$ cat src/rtl/conv_column_streamer_if.sv
// Column stream from the streamer to the conv engines.
// Widths derive from the same geometry parameters as the streamer.
interface conv_column_streamer_if #(
  parameter int DATA_WIDTH   = 16,
  parameter int IMAGE_SIZE   = 28,
  parameter int KERNEL_SIZE  = 5,
  parameter int PADDING      = 0,
  parameter int STRIDE       = 1,
  parameter int NUM_CHANNELS = 1
);
  localparam int PADDED   = IMAGE_SIZE + 2 * PADDING;
  localparam int OUT_COLS = (PADDED - KERNEL_SIZE) / STRIDE + 1;

  logic [PADDED*DATA_WIDTH-1:0]    col_data;
  logic                            col_valid;
  logic                            col_ready;
  logic [$clog2(PADDED):0]         col_idx;
  logic [$clog2(NUM_CHANNELS):0]   col_channel;
  logic                            window_valid;
  logic [$clog2(OUT_COLS):0]       out_col;

  modport master (
    output col_data, col_valid, col_idx,
    output col_channel, window_valid, out_col,
    input  col_ready
  );

  modport slave (
    input  col_data, col_valid, col_idx,
    input  col_channel, window_valid, out_col,
    output col_ready
  );
endinterface

$ cat src/rtl/conv_column_streamer.sv
// Fetches packed image columns, zero-pads them and streams
// one column per handshake to the convolution array.
module conv_column_streamer #(
  parameter int DATA_WIDTH   = 16,
  parameter int IMAGE_SIZE   = 28,
  parameter int KERNEL_SIZE  = 5,
  parameter int PADDING      = 0,
  parameter int STRIDE       = 1,
  parameter int NUM_CHANNELS = 1,
  parameter int BUS_WIDTH    = 256,
  parameter int ADDR_WIDTH   = 12
) (
  input  logic                  clk,
  input  logic                  rst,
  input  logic                  start,
  output logic                  mem_rd_en,
  output logic [ADDR_WIDTH-1:0] mem_addr,
  input  logic [BUS_WIDTH-1:0]  mem_rd_data,
  conv_column_streamer_if.master col,
  output logic                  busy,
  output logic                  done
);
  localparam int PPW      = BUS_WIDTH / DATA_WIDTH;
  localparam int WPC      = (IMAGE_SIZE + PPW - 1) / PPW;
  localparam int PADDED   = IMAGE_SIZE + 2 * PADDING;
  localparam int OUT_COLS = (PADDED - KERNEL_SIZE) / STRIDE + 1;
  localparam int CW = $clog2(PADDED) + 1;
  localparam int HW = $clog2(NUM_CHANNELS) + 1;
  localparam int OW = $clog2(OUT_COLS) + 1;
  localparam int WW = $clog2(WPC) + 1;
  localparam int SW = $clog2(STRIDE) + 1;

  generate
    if (BUS_WIDTH % DATA_WIDTH != 0) begin : g_err_bus
      $error("BUS_WIDTH must be a multiple of DATA_WIDTH");
    end
    if (KERNEL_SIZE > PADDED) begin : g_err_kernel
      $error("KERNEL_SIZE exceeds padded image size");
    end
    if (longint'(NUM_CHANNELS) * IMAGE_SIZE * WPC >
        (longint'(1) << ADDR_WIDTH)) begin : g_err_addr
      $error("feature memory exceeds ADDR_WIDTH");
    end
  endgenerate

  typedef enum logic [2:0] {
    S_IDLE, S_FETCH, S_CAPTURE, S_PRESENT, S_FINISH
  } state_t;

  state_t                state, state_n;
  logic [CW-1:0]         col_q;
  logic [HW-1:0]         ch_q;
  logic [WW-1:0]         word_q;
  logic [WW-1:0]         cap_word;
  logic                  cap_en;
  logic [ADDR_WIDTH-1:0] addr_q;
  logic [SW-1:0]         phase_q;
  logic [OW-1:0]         ocnt_q;
  logic [DATA_WIDTH-1:0] rows [PADDED];
  logic is_img, last_word, last_col, last_ch;
  logic past_k, at_win, hs, clr;

  // Unsigned wrap makes left pad columns land above IMAGE_SIZE.
  assign is_img    = (col_q - CW'(PADDING)) < CW'(IMAGE_SIZE);
  assign last_word = word_q == WW'(WPC - 1);
  assign last_col  = col_q == CW'(PADDED - 1);
  assign last_ch   = ch_q == HW'(NUM_CHANNELS - 1);
  assign past_k    = col_q >= CW'(KERNEL_SIZE - 1);
  assign at_win    = past_k && (phase_q == '0);
  assign hs        = col.col_valid && col.col_ready;

  always_ff @(posedge clk or posedge rst) begin
    if (rst) state <= S_IDLE;
    else     state <= state_n;
  end

  always_comb begin
    state_n       = state;
    mem_rd_en     = 1'b0;
    col.col_valid = 1'b0;
    busy          = 1'b1;
    done          = 1'b0;
    clr           = 1'b0;
    unique case (state)
      S_IDLE: begin
        busy = 1'b0;
        if (start) state_n = S_FETCH;
      end
      S_FETCH: begin
        if (is_img) begin
          mem_rd_en = 1'b1;
          if (last_word) state_n = S_CAPTURE;
        end else begin
          clr     = 1'b1;
          state_n = S_PRESENT;
        end
      end
      S_CAPTURE: state_n = S_PRESENT;
      S_PRESENT: begin
        col.col_valid = 1'b1;
        if (col.col_ready)
          state_n = (last_col && last_ch) ? S_FINISH
                                          : S_FETCH;
      end
      S_FINISH: begin
        busy    = 1'b0;
        done    = 1'b1;
        state_n = S_IDLE;
      end
      default: state_n = S_IDLE;
    endcase
  end

  assign mem_addr         = mem_rd_en ? addr_q : '0;
  assign col.col_idx      = col_q;
  assign col.col_channel  = ch_q;
  assign col.window_valid = col.col_valid && at_win;
  assign col.out_col      = col.window_valid ? ocnt_q : '0;

  always_ff @(posedge clk or posedge rst) begin
    if (rst) begin
      col_q    <= '0;
      ch_q     <= '0;
      word_q   <= '0;
      addr_q   <= '0;
      phase_q  <= '0;
      ocnt_q   <= '0;
      cap_en   <= 1'b0;
      cap_word <= '0;
    end else begin
      cap_en   <= mem_rd_en;
      cap_word <= word_q;
      if (state == S_IDLE && start) begin
        col_q   <= '0;
        ch_q    <= '0;
        word_q  <= '0;
        addr_q  <= '0;
        phase_q <= '0;
        ocnt_q  <= '0;
      end
      if (mem_rd_en) begin
        addr_q <= addr_q + 1'b1;
        word_q <= last_word ? '0 : word_q + 1'b1;
      end
      if (hs) begin
        if (last_col) begin
          col_q   <= '0;
          ch_q    <= last_ch ? '0 : ch_q + 1'b1;
          phase_q <= '0;
          ocnt_q  <= '0;
        end else begin
          col_q <= col_q + 1'b1;
          // Stride phase replaces a modulo on the column index.
          if (past_k)
            phase_q <= (phase_q == SW'(STRIDE - 1))
                       ? '0 : phase_q + 1'b1;
          if (at_win) ocnt_q <= ocnt_q + 1'b1;
        end
      end
    end
  end

  always_ff @(posedge clk or posedge rst) begin
    if (rst) begin
      for (int r = 0; r < PADDED; r++) rows[r] <= '0;
    end else if (clr) begin
      for (int r = 0; r < PADDED; r++) rows[r] <= '0;
    end else if (cap_en) begin
      for (int r = 0; r < IMAGE_SIZE; r++)
        if (cap_word == WW'(r / PPW))
          rows[PADDING+r] <=
            mem_rd_data[(r % PPW)*DATA_WIDTH +: DATA_WIDTH];
    end
  end

  for (genvar r = 0; r < PADDED; r++) begin : g_col
    assign col.col_data[r*DATA_WIDTH +: DATA_WIDTH] = rows[r];
  end
endmodule

$ cat src/flat_wrapper.sv
// flat-port wrapper written by rule: the top's interface ports become plain ports
module conv_column_streamer_flat 
#(
  parameter int DATA_WIDTH   = 16,
  parameter int IMAGE_SIZE   = 28,
  parameter int KERNEL_SIZE  = 5,
  parameter int PADDING      = 0,
  parameter int STRIDE       = 1,
  parameter int NUM_CHANNELS = 1,
  parameter int BUS_WIDTH    = 256,
  parameter int ADDR_WIDTH   = 12
)
  (clk, rst, start, mem_rd_en, mem_addr, mem_rd_data, busy, done, col_col_data, col_col_valid, col_col_idx, col_col_channel, col_window_valid, col_out_col, col_col_ready);
  conv_column_streamer_if #(.DATA_WIDTH(DATA_WIDTH), .IMAGE_SIZE(IMAGE_SIZE), .KERNEL_SIZE(KERNEL_SIZE), .PADDING(PADDING), .STRIDE(STRIDE), .NUM_CHANNELS(NUM_CHANNELS)) col_i ();
  input  logic clk;
  input  logic rst;
  input  logic start;
  output logic mem_rd_en;
  output logic [ADDR_WIDTH-1:0] mem_addr;
  input  logic [BUS_WIDTH-1:0] mem_rd_data;
  output logic busy;
  output logic done;
  output wire logic [$bits(col_i.col_data)-1:0] col_col_data;
  output wire logic [$bits(col_i.col_valid)-1:0] col_col_valid;
  output wire logic [$bits(col_i.col_idx)-1:0] col_col_idx;
  output wire logic [$bits(col_i.col_channel)-1:0] col_col_channel;
  output wire logic [$bits(col_i.window_valid)-1:0] col_window_valid;
  output wire logic [$bits(col_i.out_col)-1:0] col_out_col;
  input wire logic [$bits(col_i.col_ready)-1:0] col_col_ready;
  assign col_col_data = col_i.col_data;
  assign col_col_valid = col_i.col_valid;
  assign col_col_idx = col_i.col_idx;
  assign col_col_channel = col_i.col_channel;
  assign col_window_valid = col_i.window_valid;
  assign col_out_col = col_i.out_col;
  assign col_i.col_ready = col_col_ready;
  conv_column_streamer #(.DATA_WIDTH(DATA_WIDTH), .IMAGE_SIZE(IMAGE_SIZE), .KERNEL_SIZE(KERNEL_SIZE), .PADDING(PADDING), .STRIDE(STRIDE), .NUM_CHANNELS(NUM_CHANNELS), .BUS_WIDTH(BUS_WIDTH), .ADDR_WIDTH(ADDR_WIDTH)) u_core (.clk(clk), .rst(rst), .start(start), .mem_rd_en(mem_rd_en), .mem_addr(mem_addr), .mem_rd_data(mem_rd_data), .col(col_i), .busy(busy), .done(done));
endmodule
$ cat config.mk
export PLATFORM = sky130hd
export DESIGN_NAME = conv_column_streamer_flat
export DESIGN_NICKNAME = d
export VERILOG_FILES = /design/src/rtl/conv_column_streamer_if.sv /design/src/rtl/conv_column_streamer.sv /design/src/flat_wrapper.sv
export SDC_FILE = /design/constraint.sdc
export NUM_CORES = 1
export LEC_CHECK = 0
export CAP_MARGIN = 10
export CORE_AREA = 2 2 291 293
export DETAILED_ROUTE_END_ITERATION = 10
export DIE_AREA = 0 0 293 295
export GPL_TIMING_DRIVEN = 0
export HOLD_SLACK_MARGIN = 0.03
export PLACE_DENSITY = 0.6
export SYNTH_ARGS = -nofsm -noshare
export SYNTH_HDL_FRONTEND = slang
export SYNTH_SLANG_ARGS = --single-unit
$ cat constraint.sdc
create_clock -name clk -period 14.3 [get_ports clk]
set_input_delay 2.145 -clock clk [delete_from_list [all_inputs] [get_ports clk]]
set_output_delay 2.145 -clock clk [all_outputs]
set_load 0.005 [all_outputs]
Word-level counts from Yosys, hierarchy flattened
Index checks and enable logic that the tools add are counted.
{"block": "classes", "n_eq_ne": 10, "n_bitwise": 2, "n_addsub": 6, "n_mux": 66, "reduce_logical": 16, "order_cmp": 2}
{"cell": "448-bit 2-to-1 mux", "count": 2}
{"cell": "16-bit 2-to-1 mux", "count": 28}
{"cell": "6-bit 2-to-1 mux", "count": 8}
{"cell": "12-bit 2-to-1 mux", "count": 3}
{"cell": "1-bit 2-to-1 mux", "count": 16}
{"cell": "3-bit 2-to-1 mux", "count": 5}
{"cell": "12-bit by 1-bit adder with 12-bit output, second input constant", "count": 1}
{"cell": "6-bit by 1-bit adder with 6-bit output, second input constant", "count": 2}
{"cell": "3-bit one-hot mux with 4 select lines", "count": 1}
{"cell": "2-bit nonzero test", "count": 5}
{"cell": "3-bit by 2-bit equality test with 1-bit output, second input constant", "count": 2}
{"cell": "6-bit by 5-bit equality test with 1-bit output, second input constant", "count": 1}
{"cell": "6-bit by 3-bit greater-or-equal comparator with 1-bit output, second input constant", "count": 1}
{"cell": "6-bit by 5-bit < comparator with 1-bit output, second input constant", "count": 1}
{"cell": "2-bit 2-to-1 mux", "count": 3}
{"cell": "1-bit logical AND", "count": 5}
{"cell": "2-bit by 1-bit equality test with 1-bit output, second input constant", "count": 2}
{"cell": "2-bit inequality test, second input constant", "count": 2}
{"cell": "2-bit AND reduction", "count": 2}
{"cell": "3-bit by 1-bit equality test with 1-bit output, second input constant", "count": 1}
{"cell": "3-bit equality test, second input constant", "count": 1}
{"cell": "3-bit zero test", "count": 1}
{"cell": "3-bit inequality test, second input constant", "count": 1}
{"cell": "3-bit AND reduction", "count": 1}
{"cell": "5 further kinds", "count": 7}
{"block": "totals", "register_bits": 482, "word_cells": 139}

Depth between registers and ports, before layout
{"block": "depth", "depth_word": 6, "mapped_depth": 6, "ltp_nobuf": 5}

Worst setup path before layout
No wires, ideal clock.
{"block": "synth_timing", "path_kind": "reg-to-output", "startpoint": "reg u_core.col_q[5] (netlist: u_core.col.col_idx[5])", "endpoint": "out col_out_col[0]", "t_required_ps": 12155, "path_stages_with_launch": 5, "path_buffers": 1, "setup_slack_ps": 10721, "arrival_ps": 1434, "path_cell_list": "dfrtp_1 > clkbuf_1 > nor4_2 > nor2_1 > and3_1"}
{"block": "synth_via", "elab_chain_cells": 4}
{"element": "start: declaration", "line_no": "conv_column_streamer.sv:51", "text": "logic [CW-1:0] col_q;"}
{"element": "start signal: assignment", "line_no": "conv_column_streamer.sv:152", "text": "col_q <= col_q + 1'b1;"}
{"element": "6-bit by 3-bit greater-or-equal comparator with 1-bit output", "line_no": "conv_column_streamer.sv:68", "text": "assign past_k = col_q >= CW'(KERNEL_SIZE - 1);"}
{"element": "1-bit logical AND", "line_no": "conv_column_streamer.sv:69", "text": "assign at_win = past_k && (phase_q == '0);"}
{"element": "1-bit logical AND", "line_no": "conv_column_streamer.sv:117", "text": "assign col.window_valid = col.col_valid && at_win;"}
{"element": "6-bit 2-to-1 mux", "line_no": "conv_column_streamer.sv:118", "text": "assign col.out_col = col.window_valid ? ocnt_q : '0;"}
{"element": "end: declaration", "line_no": "flat_wrapper.sv:28", "text": "output wire logic [$bits(col_i.out_col)-1:0] col_out_col;"}
No other way between the ends.

Final worst setup path
{"block": "layout_timing", "startpoint": "reg u_core.state[2]", "endpoint": "out mem_rd_en"}
{"block": "layout_via", "elab_chain_cells": 2}
{"element": "start: declaration", "line_no": "conv_column_streamer.sv:50", "text": "state_t state, state_n;"}
{"element": "start signal: assignment", "line_no": "conv_column_streamer.sv:74", "text": "else state <= state_n;"}
{"element": "3-bit by 1-bit equality test with 1-bit output", "line_no": "conv_column_streamer.sv:84", "text": "unique case (state)"}
{"element": "1-bit 2-to-1 mux", "line_no": "conv_column_streamer.sv:84"}
{"element": "end: declaration", "line_no": "flat_wrapper.sv:18", "text": "output logic mem_rd_en;"}
No other way between the ends.

==> impl_metrics.py <==
metrics = {
    "clocking": {
        "cts_buffers": 56,
        "cts_hold_buf": 0,
        "htree_levels": 2,
        "clock_latency_ns": 0.61,
        "cts.sinks": 482,
        "root_buffer": "clkbuf_16",
        "path_clk_slew_ns": 0.07,
        "post_cts_buffers": 0,
        "ctsResizeCount": 0,
        "cts_tree": "done",
        "clockBufferDepth": 3,
    },
    "floorplanning": {
        "placementRows": 106,
        "start_util_pct": 23.3,
        "pin_count": 738,
        "die_w_um": 293,
        "die_area_sq_um": 86400,
        "dieHeight_um": 295,
        "core_area_sq_um": 83200,
    },
    "place": {
        "gp_congestion": 0.850,
        "place_hpwl_mm": 63.8,
        "io_buffers": 737,
        "dpl_cell_area_sq_um": 28400,
    },
    "synth": {
        "synthXorXnorAreaFrac_pct": 0.0903,
        "synth_top_family_by_area": "simple AND/OR/NAND/NOR gates",
        "netlist_instances": 2160,
        "synth_edf_count": 0,
        "syn_nets": 2424,
        "synth-seq-area-share_pct": 62.2,
        "synthAdderAreaFrac_pct": 0.258,
        "ys_top_cells_by_area": "dfrtp_1 (62%), nand2_1 (18%), a21oi_1 (12%)",
        "synthMuxAreaShare_pct": 0.0516,
        "synth-simple-area-share_pct": 20.3,
        "async_flop_share_pct": 100,
        "yosysWarnings": 0,
        "yosys.area.top_type": "dfrtp_1",
        "yosys.cell_types.count": 58,
        "synth_area_sq_um": 19400,
        "ys_ff_latch": 482,
        "synthFlopType": "dfrtp_1",
        "synth.avg_cell_area_sq_um": 8.98,
        "synth-compound-area-share_pct": 13.4,
        "yosysTopAreaCellShare_pct": 62.2,
    },
    "finish": {
        "area_growth_syn_to_layout_pct": 56.2,
        "seq_area_sq_um": 12100,
        "mostFrequentLayoutCells": "nand2_1 (918), clkdlybuf4s50_1 (737), dfrtp_1 (482)",
        "nFillCells": 8509,
        "drive_gt1_share_pct": 5.64,
        "multiInputGateArea_sq_um": 6620,
        "nets": 3235,
        "final_common_cell": "nand2_1",
        "fin_area_sq_um": 30300,
    },
    "route": {
        "drc": 0,
        "top_layer_used": "met5",
        "wirelength_mm": 83.4,
        "wl_met3_mm": 6.90,
        "drt_iter0_drc": 867,
        "ant_nets": 0,
        "dr.pass1.iters": 4,
        "post_drt_wl_per_cell_um": 20.3,
        "vias": 18300,
        "wl_met2_mm": 40.6,
        "drt-met1-wl_mm": 33.7,
        "via_per_inst": 4.46,
    },
    "setup_path": {
        "crit_type": "register to output port",
        "r2r_end": "u_core.col.col_data[134]",
        "worstPathMaxFanout": 11,
        "required_ns": 12.15,
        "rr_worst_depth": 5,
        "r2r-start": "u_core.cap_word[0]",
        "cp-end-kind": "output port",
        "r2r_setup_slack_ns": 11.46,
        "crit_arrival_ns": 2.88,
        "startpoint_type": "register",
    },
    "timing": {
        "period_needed_ns": 5.03,
        "worstMarginPinSlew_ns": 1.17,
        "finalHoldWorstSlack_ns": 0.413,
        "finalCritPeriodShare_pct": 35.2,
        "rsz0062_at_grt": "no",
        "hold_viol": 0,
        "drv_slew": 0,
        "skew_ns": 0.0180,
        "setup_viol": 0,
        "slew_headroom_pct": 22.1,
        "max_freq_ghz": 0.199,
        "fin_tns_setup_ns": 0,
    },
    "power": {
        "powerDensity_nw_per_um2": 236,
        "leakagePower_nw": 13.1,
        "peakVddDrop_uv": 126,
    },
    "grt": {
        "grt_pass1_wl_mm": 122,
        "grt_pass1_vias": 18400,
        "grt_use_total_pct": 18.7,
        "grt-ovfl-total": 0,
        "grt_max_degree": 40,
        "antenna_found_initial": 7,
    },
    "min_path": {
        "holdPathStages": 0,
        "holdCritStartpoint": "u_core.word_q[1]",
        "worstHoldPathType": "register to register",
        "hold-path-endpoint": "u_core.cap_word[1]",
    },
    "outcome": {
        "status": "completed",
    },
    "job": {
        "cap_violations": 0,
    },
}
[layer usage]
| metal | up-vias | track usage [%] |
|---|---|---|
| li1 | 8677 | - |
| met1 | 8857 | 22.6 |
| met2 | 622 | 32.0 |
| met3 | 114 | 5.77 |
| met4 | 2 | 5.69 |
| met5 | - | 0 |
[per-stage QoR]
step                util, %  power [mW]  worst slack (ns)  cells
floorplan                 -        3.68              5.62   2160
global placement       33.8        5.70              1.76   3977
detailed placement     34.2        5.74              9.62   3993
CTS                    36.4        7.23              9.23   4094
global route           36.4        7.63              9.03   4097
finish                 36.4        7.15              9.27   4101
[layout make-up]
class	instances	area share [%]
sequential	482	39.8
timing repair buffer	753	25.4
multi-input combinational	1506	21.8
clock buffer	87	5.64
tap	1080	4.46
buffer	162	2.25
clock inverter	14	0.442
inverter	10	0.136
antenna	7	0.0578
[critical path, stage by stage, from the launching register on]
cell	delay, ns
dfrtp_1	0.36
clkbuf_1	0.18
nor3b_1	0.57
nand2_1	0.33
clkinv_1	0.29
clkdlybuf4s50_1	0.55
[state kept, by name (all words and copies together) (netlist names), 2 cells and up]
name                 count
u_core.col.col_data    448
u_core.addr_q           12
u_core.col.col_idx       6
u_core.ocnt_q            6
u_core.state             3
u_core.cap_word          2
u_core.word_q            2
[power breakdown]
part	internal (mW)	leakage [nW]	switching (mW)	total (mW)
combinational	1.69	6.21	1.59	3.27
clock	0.852	0.913	0.603	1.46
sequential	2.03	5.95	0.390	2.42
[worst max-delay path by stage]
stage          cells after the start                  endpoint       startpoint  slack (ns)
2_1_floorplan                      1          u_core.addr_q[0]              rst        5.62
3_3_place_gp                       2  u_core.col.col_data[248]              rst        1.76
3_5_place_dp                       8  u_core.col.col_data[248]              rst        9.62
4_1_cts                            5                 mem_rd_en  u_core.state[2]        9.23
5_1_grt                            5                 mem_rd_en  u_core.state[2]        9.03
6_report                           5                 mem_rd_en  u_core.state[2]        9.27
[cells in the mapped netlist (2+ instances only)]
cell,number
a21oi_1,457
a22o_1,2
a31o_2,2
a31oi_1,3
a32o_1,2
and3_1,19
buf_1,5
buf_2,50
clkbuf_1,105
dfrtp_1,482
ha_1,4
inv_1,9
nand2_1,918
nand2b_1,3
nand3_1,8
nand4_1,2
nand4b_1,2
nor2_1,14
nor2b_1,2
nor3_1,8
nor3b_1,2
nor4_1,3
o211ai_1,2
o21a_1,2
o21ai_0,17
o41ai_1,2
or3_1,3
or4_1,2
[kinds of logic (layout without fill, tap and decap cells)]
group / Yosys count / count (layout)
AND/OR/NAND/NOR: 999 / 999
adder cells (fa/ha/maj): 4 / 4
XOR/XNOR: 2 / 2
other: 0 / 7
multiplexers: 1 / 1
buffers and inverters: 172 / 1026
AO/OA/AOI/OAI: 500 / 500
flip-flops: 482 / 482
(Power assumes the default switching activity.)
